### src/rtl/pattern_det_sched_if.sv
// Detector-side bus of pattern_det_sched.
// The scheduler (master) drives det_rst, det_valid, det_in and det_pattern.
// The detector (slave) returns det_out.
// Handshake: det_valid/det_in is a one-way strobe with no ready. The detector
// takes det_in on every posedge where det_valid=1. It answers with det_out,
// registered, high for the cycle after the bit that completes a match.
// det_rst=1 clears the detector's history.
interface pattern_det_sched_if #(
    parameter int BITS = 8
);
    logic            det_rst;
    logic            det_valid;
    logic            det_in;
    logic [BITS-1:0] det_pattern;
    logic            det_out;

    modport master (
        output det_rst,
        output det_valid,
        output det_in,
        output det_pattern,
        input  det_out
    );

    modport slave (
        input  det_rst,
        input  det_valid,
        input  det_in,
        input  det_pattern,
        output det_out
    );
endinterface

### src/rtl/pattern_det_sched.sv
// pattern_det_sched: round-robin scheduler that lends one shared serial
// pattern detector to two requesters, one session at a time, and reports the
// match count of each session.
// Optional build macro PATTERN_DET_SCHED_TIMEOUT_EN adds an idle watchdog in
// RUN that aborts the session after TIMEOUT cycles without a valid bit.
// fsm_state exposes the controller state for observation.
module pattern_det_sched #(
    parameter int BITS    = 8,
    parameter int CNT_W   = 8,
    parameter int TIMEOUT = 16
) (
    input  logic             clk,
    input  logic             rst,
    input  logic [1:0]       req,
    input  logic [BITS-1:0]  pat0,
    input  logic [BITS-1:0]  pat1,
    input  logic [CNT_W-1:0] len0,
    input  logic [CNT_W-1:0] len1,
    input  logic [1:0]       in_bit,
    input  logic [1:0]       in_vld,
    output logic [1:0]       gnt,
    output logic             done,
    output logic             done_id,
    output logic [CNT_W-1:0] match_cnt,
    output logic             aborted,
    output logic [1:0]       fsm_state,
    pattern_det_sched_if.master det
);

    typedef enum logic [1:0] {
        IDLE = 2'd0,
        LOAD = 2'd1,
        RUN  = 2'd2,
        DONE = 2'd3
    } state_t;

    state_t           state;
    state_t           state_n;

    // Session context captured at grant
    logic             gidx;       // granted requester
    logic             last;       // last granted requester (round-robin pointer)
    logic [BITS-1:0]  pat_q;
    logic [CNT_W-1:0] len_q;

    // Session progress
    logic [CNT_W-1:0] bit_cnt;
    logic [CNT_W-1:0] sess_cnt;
    logic             abort_q;

    // Result of the last completed session
    logic [CNT_W-1:0] match_q;
    logic             aborted_q;
    logic             done_id_q;

    // Combinational helpers
    logic             winner;
    logic             abort_n;
    logic             vld_g;
    logic             last_bit;
    logic             timeout_hit;

    // Saturating increment used by the match counters
    function automatic logic [CNT_W-1:0] sat_inc(input logic [CNT_W-1:0] v,
                                                 input logic             en);
        if (en && (v != {CNT_W{1'b1}}))
            return v + CNT_W'(1);
        return v;
    endfunction

    // Round-robin pick: on contention the requester not granted last wins
    always_comb begin
        winner = 1'b0;
        if (req == 2'b11)
            winner = ~last;
        else
            winner = req[1];
    end

    // Stream path: only the granted requester reaches the detector, in RUN only
    always_comb begin
        vld_g         = in_vld[gidx];
        det.det_valid = (state == RUN) && vld_g;
        det.det_in    = (state == RUN) && in_bit[gidx];
        det.det_rst   = !rst || (state == LOAD);
        det.det_pattern = pat_q;
        last_bit      = det.det_valid && (bit_cnt == len_q - CNT_W'(1));
    end

`ifdef PATTERN_DET_SCHED_TIMEOUT_EN
    localparam int IW = (TIMEOUT < 2) ? 1 : $clog2(TIMEOUT + 1);
    logic [IW-1:0] idle_cnt;

    // Watchdog: count consecutive RUN cycles without a valid bit
    always_ff @(posedge clk) begin
        if (!rst) begin
            idle_cnt <= '0;
        end else if ((state == LOAD) || det.det_valid) begin
            idle_cnt <= '0;
        end else if ((state == RUN) && (idle_cnt != {IW{1'b1}})) begin
            idle_cnt <= idle_cnt + IW'(1);
        end
    end

    // This idle cycle is the TIMEOUT-th in a row
    assign timeout_hit = (state == RUN) && !det.det_valid &&
                         (idle_cnt == IW'(TIMEOUT - 1));
`else
    // No watchdog: RUN waits for bits indefinitely
    logic unused_timeout_cfg;
    assign unused_timeout_cfg = (TIMEOUT != 0);
    assign timeout_hit        = 1'b0;
`endif

    // FSM next state; abort_n marks a transition into DONE that ends early
    always_comb begin
        state_n = state;
        abort_n = 1'b0;
        case (state)
            IDLE: begin
                if (|req)
                    state_n = LOAD;
            end
            LOAD: begin
                if (!req[gidx]) begin
                    state_n = DONE;
                    abort_n = 1'b1;
                end else if (len_q == '0) begin
                    state_n = DONE;
                end else begin
                    state_n = RUN;
                end
            end
            RUN: begin
                if (!req[gidx]) begin
                    state_n = DONE;
                    abort_n = 1'b1;
                end else if (last_bit) begin
                    state_n = DONE;
                end else if (timeout_hit) begin
                    state_n = DONE;
                    abort_n = 1'b1;
                end
            end
            DONE: begin
                state_n = IDLE;
            end
            default: begin
                state_n = IDLE;
            end
        endcase
    end

    // FSM state register
    always_ff @(posedge clk) begin
        if (!rst)
            state <= IDLE;
        else
            state <= state_n;
    end

    // Capture the winner's context on the IDLE->LOAD edge
    always_ff @(posedge clk) begin
        if (!rst) begin
            gidx  <= 1'b0;
            last  <= 1'b1;
            pat_q <= '0;
            len_q <= '0;
        end else if ((state == IDLE) && (|req)) begin
            gidx  <= winner;
            last  <= winner;
            pat_q <= winner ? pat1 : pat0;
            len_q <= winner ? len1 : len0;
        end
    end

    // Bit and match counters of the session in progress
    always_ff @(posedge clk) begin
        if (!rst) begin
            bit_cnt  <= '0;
            sess_cnt <= '0;
            abort_q  <= 1'b0;
        end else begin
            case (state)
                LOAD: begin
                    bit_cnt  <= '0;
                    sess_cnt <= '0;
                    abort_q  <= abort_n;
                end
                RUN: begin
                    if (det.det_valid)
                        bit_cnt <= bit_cnt + CNT_W'(1);
                    sess_cnt <= sat_inc(sess_cnt, det.det_out);
                    abort_q  <= abort_n;
                end
                default: begin
                end
            endcase
        end
    end

    // Publish the session result at the end of DONE; a late det_out still counts
    always_ff @(posedge clk) begin
        if (!rst) begin
            match_q   <= '0;
            aborted_q <= 1'b0;
            done_id_q <= 1'b0;
        end else if (state == DONE) begin
            match_q   <= sat_inc(sess_cnt, det.det_out);
            aborted_q <= abort_q;
            done_id_q <= gidx;
        end
    end

    // Client-facing outputs
    always_comb begin
        gnt       = 2'b00;
        if (state != IDLE)
            gnt = gidx ? 2'b10 : 2'b01;
        done      = (state == DONE);
        done_id   = (state == DONE) ? gidx : done_id_q;
        match_cnt = match_q;
        aborted   = aborted_q;
        fsm_state = state;
    end

endmodule

### src/flat_wrapper.sv
// flat-port wrapper written by rule: the top's interface ports become plain ports
module pattern_det_sched_flat 
#(
    parameter int BITS    = 8,
    parameter int CNT_W   = 8,
    parameter int TIMEOUT = 16
)
  (clk, rst, req, pat0, pat1, len0, len1, in_bit, in_vld, gnt, done, done_id, match_cnt, aborted, fsm_state, det_det_rst, det_det_valid, det_det_in, det_det_pattern, det_det_out);
  pattern_det_sched_if #(.BITS(BITS)) det_i ();
  input  logic clk;
  input  logic rst;
  input  logic [1:0] req;
  input  logic [BITS-1:0] pat0;
  input  logic [BITS-1:0] pat1;
  input  logic [CNT_W-1:0] len0;
  input  logic [CNT_W-1:0] len1;
  input  logic [1:0] in_bit;
  input  logic [1:0] in_vld;
  output logic [1:0] gnt;
  output logic done;
  output logic done_id;
  output logic [CNT_W-1:0] match_cnt;
  output logic aborted;
  output logic [1:0] fsm_state;
  output wire logic [$bits(det_i.det_rst)-1:0] det_det_rst;
  output wire logic [$bits(det_i.det_valid)-1:0] det_det_valid;
  output wire logic [$bits(det_i.det_in)-1:0] det_det_in;
  output wire logic [$bits(det_i.det_pattern)-1:0] det_det_pattern;
  input wire logic [$bits(det_i.det_out)-1:0] det_det_out;
  assign det_det_rst = det_i.det_rst;
  assign det_det_valid = det_i.det_valid;
  assign det_det_in = det_i.det_in;
  assign det_det_pattern = det_i.det_pattern;
  assign det_i.det_out = det_det_out;
  pattern_det_sched #(.BITS(BITS), .CNT_W(CNT_W), .TIMEOUT(TIMEOUT)) u_core (.clk(clk), .rst(rst), .req(req), .pat0(pat0), .pat1(pat1), .len0(len0), .len1(len1), .in_bit(in_bit), .in_vld(in_vld), .gnt(gnt), .done(done), .done_id(done_id), .match_cnt(match_cnt), .aborted(aborted), .fsm_state(fsm_state), .det(det_i));
endmodule
### config.mk
export PLATFORM = sky130hd
export DESIGN_NAME = pattern_det_sched_flat
export DESIGN_NICKNAME = d
export VERILOG_FILES = /design/src/rtl/pattern_det_sched_if.sv /design/src/rtl/pattern_det_sched.sv /design/src/flat_wrapper.sv
export SDC_FILE = /design/constraint.sdc
export NUM_CORES = 1
export LEC_CHECK = 0
export ABC_CLOCK_PERIOD_IN_PS = 2370
export BUFFER_PORTS_ARGS = -buffer_cell sky130_fd_sc_hd__buf_4
export CORE_UTILIZATION = 53
export DETAILED_ROUTE_END_ITERATION = 10
export HOLD_SLACK_MARGIN = 0.05
export PLACE_DENSITY = 0.8
export SYNTH_ARGS = -nofsm -noshare
export SYNTH_HDL_FRONTEND = slang
export SYNTH_SLANG_ARGS = --single-unit
### constraint.sdc
create_clock -name clk -period 2.37 [get_ports clk]
set_input_delay 0.711 -clock clk [delete_from_list [all_inputs] [get_ports clk]]
set_output_delay 0.711 -clock clk [all_outputs]
set_load 0.01 [all_outputs]
==> results.txt <==
----------------------------------------------------
[GRT]
  GR Util All Layers ... 22.6%
  Initial antenna violation count ... 0
  Global-route wire length before repair ... 9430 um
  Largest net degree at the start of global routing ... 47
  Overall overflow remaining after global route ... 0
  Vias in the first global route ... 2,213

[Timing]
  Skew final ... 10.5 ps
  Period Utilization, post-route ... 93.8%
  Final hold vios ... 0
  Sum of negative setup slack ... 0 ps
  Post-route minimum period ... 2220 ps
  Final Max Tran Viols ... 0
  Worst Max-Slew Pin Slew ... 416 ps
  Final setup violating endpoints ... 0
  Maximum achievable frequency ... 450 MHz
  Max-slew headroom ... 72.3%
  Setup repair after global routing missed its margin ... no

[Run]
  Max-cap viol count ... 0

[Die]
  Die height ... 72.8 um
  Area of the core region ... 4790 um2
  Number of placed I/O pins ... 67
  Die area ... 5310 um2
  Site row count ... 25
  Floorplan die width ... 72.8 um
  Initial core utilization ... 55.6%

[Placement]
  Placed instance count ... 422
  Hpwl dp ... 4050 um
  RD Place Congestion ... 0.835
  IO buf count ... 66

[Yosys]
  Most frequent cell after synthesis ... dfxtp_1
  Warnings from Yosys ... 0
  Portion of the post-synthesis area used by sequential elements ... 35.4%
  Count of distinct cell types in the synthesized netlist ... 44
  Netlist area before placement ... 2660 um2
  Mean instance size in the synthesized netlist ... 8.84 um2
  Ranking of synthesized cells by area ... dfxtp_1 (35%), mux2i_1 (9.4%), o211a_1 (7.9%), nand2_1 (5.9%), xnor2_1 (4.0%)
  Top cell type's share of synthesized area ... 35.4%
  Leading post-synthesis cells by instance count ... dfxtp_1 (47), nand2_1 (42), mux2i_1 (25)
  Net Count, Synth ... 350
  Synth Instances ... 301
  EDFF count, synth ... 0
  Fraction of registers with async set or reset after synthesis ... 0%
  Cell type contributing the most total cell area after synthesis ... dfxtp_1
  Most used flip-flop cell after synthesis ... dfxtp_1
  Count of state elements after synthesis ... 47

[Critical path]
  Crit path max fanout ... 9
  Worst-path cell with the longest stage delay ... dfxtp_1
  Crit path DAT ... 1510 ps
  Reg-to-Reg End ... u_core.fsm_state[0]
  Peak per-stage delay on the critical path ... 530 ps
  CP cell instances ... mux2_4, nand2_4, inv_1, buf_4
  Buffering stage count on the worst path with inverters included ... 2
  Worst Setup Path Type ... register to output port
  Cell class contributing the biggest share of worst-path delay ... flip-flops
  Worst reg-to-reg path cell count ... 8
  Critical Path Start Type ... register
  Crit Reg-Reg Startpoint ... u_core.len_q[1]
  Reg2reg setup slack ... 200 ps
  Crit path capture type ... output port
  Critical path data required time ... 1660 ps

[Drt]
  Remaining DRCs ... 0
  Met3 routed WL ... 394 um
  Top routing layer in use ... met4
  Average wire length per cell after detail routing ... 13.2 um
  Vias per cell ... 5.43
  WL met1 ... 2600 um
  Met2 wire len ... 2620 um
  Post-route antenna net violation count ... 0
  Total wire length after detailed routing ... 5670 um
  Starting DRC count in detailed routing ... 123
  Routed vias ... 2,329
  Detailed Routing Iterations Pass 1 ... 4

[Power]
  Power per standard cell area ... 875 nW/um2
  Leak pwr ... 0.00157 uW
  Total Power ... 2910 uW
  Worst voltage drop across the vdd grid ... 0.598 mV

[Cells and area]
  Final Net Count ... 411
  Diode count ... 0
  Layout cell share with drive strength beyond 1 ... 24.6%
  Fillcell total ... 391
  Non-filler cells, final ... 429
  Layout overhead on the synthesized area ... 25.0%

[CTS]
  TritonCTS clock tree ... yes
  Clock transition at path regs ... 90 ps
  # clock sinks ... 47
  CTS Hold Buffers Added ... 0
  Clk Latency, worst-skew pair ... 300 ps
  CTS H-tree depth ... 2
  Buffer cell driving the clock tree root ... clkbuf_8
  Number of buffers created by CTS ... 5
  Maximum buffer depth of the clock tree ... 2

[Worst hold path]
  WHS Endpoint ... u_core.match_cnt[7]
  Hold_sp ... u_core.match_cnt[7]
  Kind of path behind the tightest hold check ... register to register
  Cell count of the worst hold path ... 2

[Outcome]
  Result of the run ... complete, no violations

----------------------------------------------------
==> what timing repair did <==
item                                   CTS  global route
setup buffers                            0             0
setup endpoints to repair                0             2
endpoints found under the hold margin    0             0
gates resized for setup                  0             3
==> placed cells by master (no fill, tap or decap), types with 5 or more instances in the layout <==
| cell type | synthesis | final |
|---|---|---|
| a21boi_0 | 10 | 9 |
| a21oi_1 | 5 | 5 |
| and2_1 | 6 | 6 |
| and3_1 | 7 | 7 |
| buf_4 | 0 | 72 |
| clkbuf_8 | 0 | 5 |
| dfxtp_1 | 47 | 46 |
| ha_1 | 8 | 7 |
| inv_1 | 6 | 6 |
| mux2i_1 | 25 | 25 |
| nand2_1 | 42 | 42 |
| nand3_1 | 10 | 10 |
| nand4_1 | 5 | 5 |
| nor2_1 | 17 | 17 |
| nor2b_1 | 11 | 10 |
| o211a_1 | 21 | 21 |
| o21ai_0 | 10 | 10 |
| xnor2_1 | 12 | 11 |
| xor2_1 | 9 | 9 |
==> state kept, by name (all words and copies together) (netlist names) <==
signal / cells
u_core.match_cnt: 8
u_core.sess_cnt: 8
u_core.fsm_state: 2
u_core.done_id_q: 1
u_core.gidx: 1
u_core.abort_q: 1
u_core.det.det_pattern: 8
u_core.aborted: 1
u_core.last: 1
u_core.bit_cnt: 8
u_core.len_q: 8
==> cell families after synthesis <==
family,Yosys count,share of synthesized area [%]
AND/OR/NAND/NOR,117,23.0
buffers and inverters,24,3.86
XOR/XNOR,21,6.91
AO/OA/AOI/OAI,57,16.7
multiplexers,27,10.4
flip-flops,47,35.4
adder cells (fa/ha/maj),8,3.76
==> worst register-to-register path: stages (launching register included) <==
cell and delay [ps]:
dfxtp_1 390, inv_1 100, ha_2 230, xnor2_2 150, xnor2_1 140, nor4_2 250, a41oi_1 160, or4_1 520
o211a_1 130
==> stage by stage <==
step / cell area (um2) / util, % / setup slack (ps) / hold WS, ps
2_1_floorplan: 2660 / - / 264 / 482
3_3_place_gp: 3210 / 67.1 / 176 / 463
3_5_place_dp: 3210 / 67.1 / 112 / 470
4_1_cts: 3310 / 69.2 / 93.3 / 486
5_1_grt: 3320 / 69.5 / 43.2 / 524
6_report: 3320 / 69.5 / 147 / 482
==> how the worst max path moves through the flow <==
stage	start	to	slack, ps	depth (start not counted)
2_1_floorplan	u_core.len_q[0]	u_core.fsm_state[0]	260	8
3_3_place_gp	in_vld[0]	u_core.fsm_state[0]	180	7
3_5_place_dp	u_core.len_q[0]	u_core.fsm_state[0]	110	8
4_1_cts	u_core.len_q[0]	u_core.fsm_state[0]	90	8
5_1_grt	u_core.len_q[1]	u_core.fsm_state[0]	40	8
6_report	u_core.gidx	det_det_valid	150	4
==> power by group <==
group / leakage [uW] / switching (uW) / internal (uW)
Sequential: 0.000384 / 152 / 938
Clock: 0.0000513 / 258 / 309
Combinational: 0.00114 / 638 / 612
Total: 0.00157 / 1050 / 1860
==> area by class of cell <==
cell class / count / area, um2 / share of cell area [%]
tap: 67 / 83.8 / 2.52
multi-input combinational: 230 / 1630 / 49.1
inverter: 6 / 22.5 / 0.677
sequential: 47 / 942 / 28.3
timing repair buffer: 72 / 541 / 16.3
clock inverter: 1 / 30.0 / 0.903
clock buffer: 6 / 72.6 / 2.18
==> per-layer routing <==
| layer | global-route usage (%) | vias up |
|---|---|---|
| met3 | 4.97 | 7 |
| li1 | - | 1182 |
| met4 | 6.32 | 0 |
| met5 | 0 | - |
| met1 | 29.2 | 1049 |
| met2 | 37.9 | 91 |
Power figures use the tool's default switching activity.
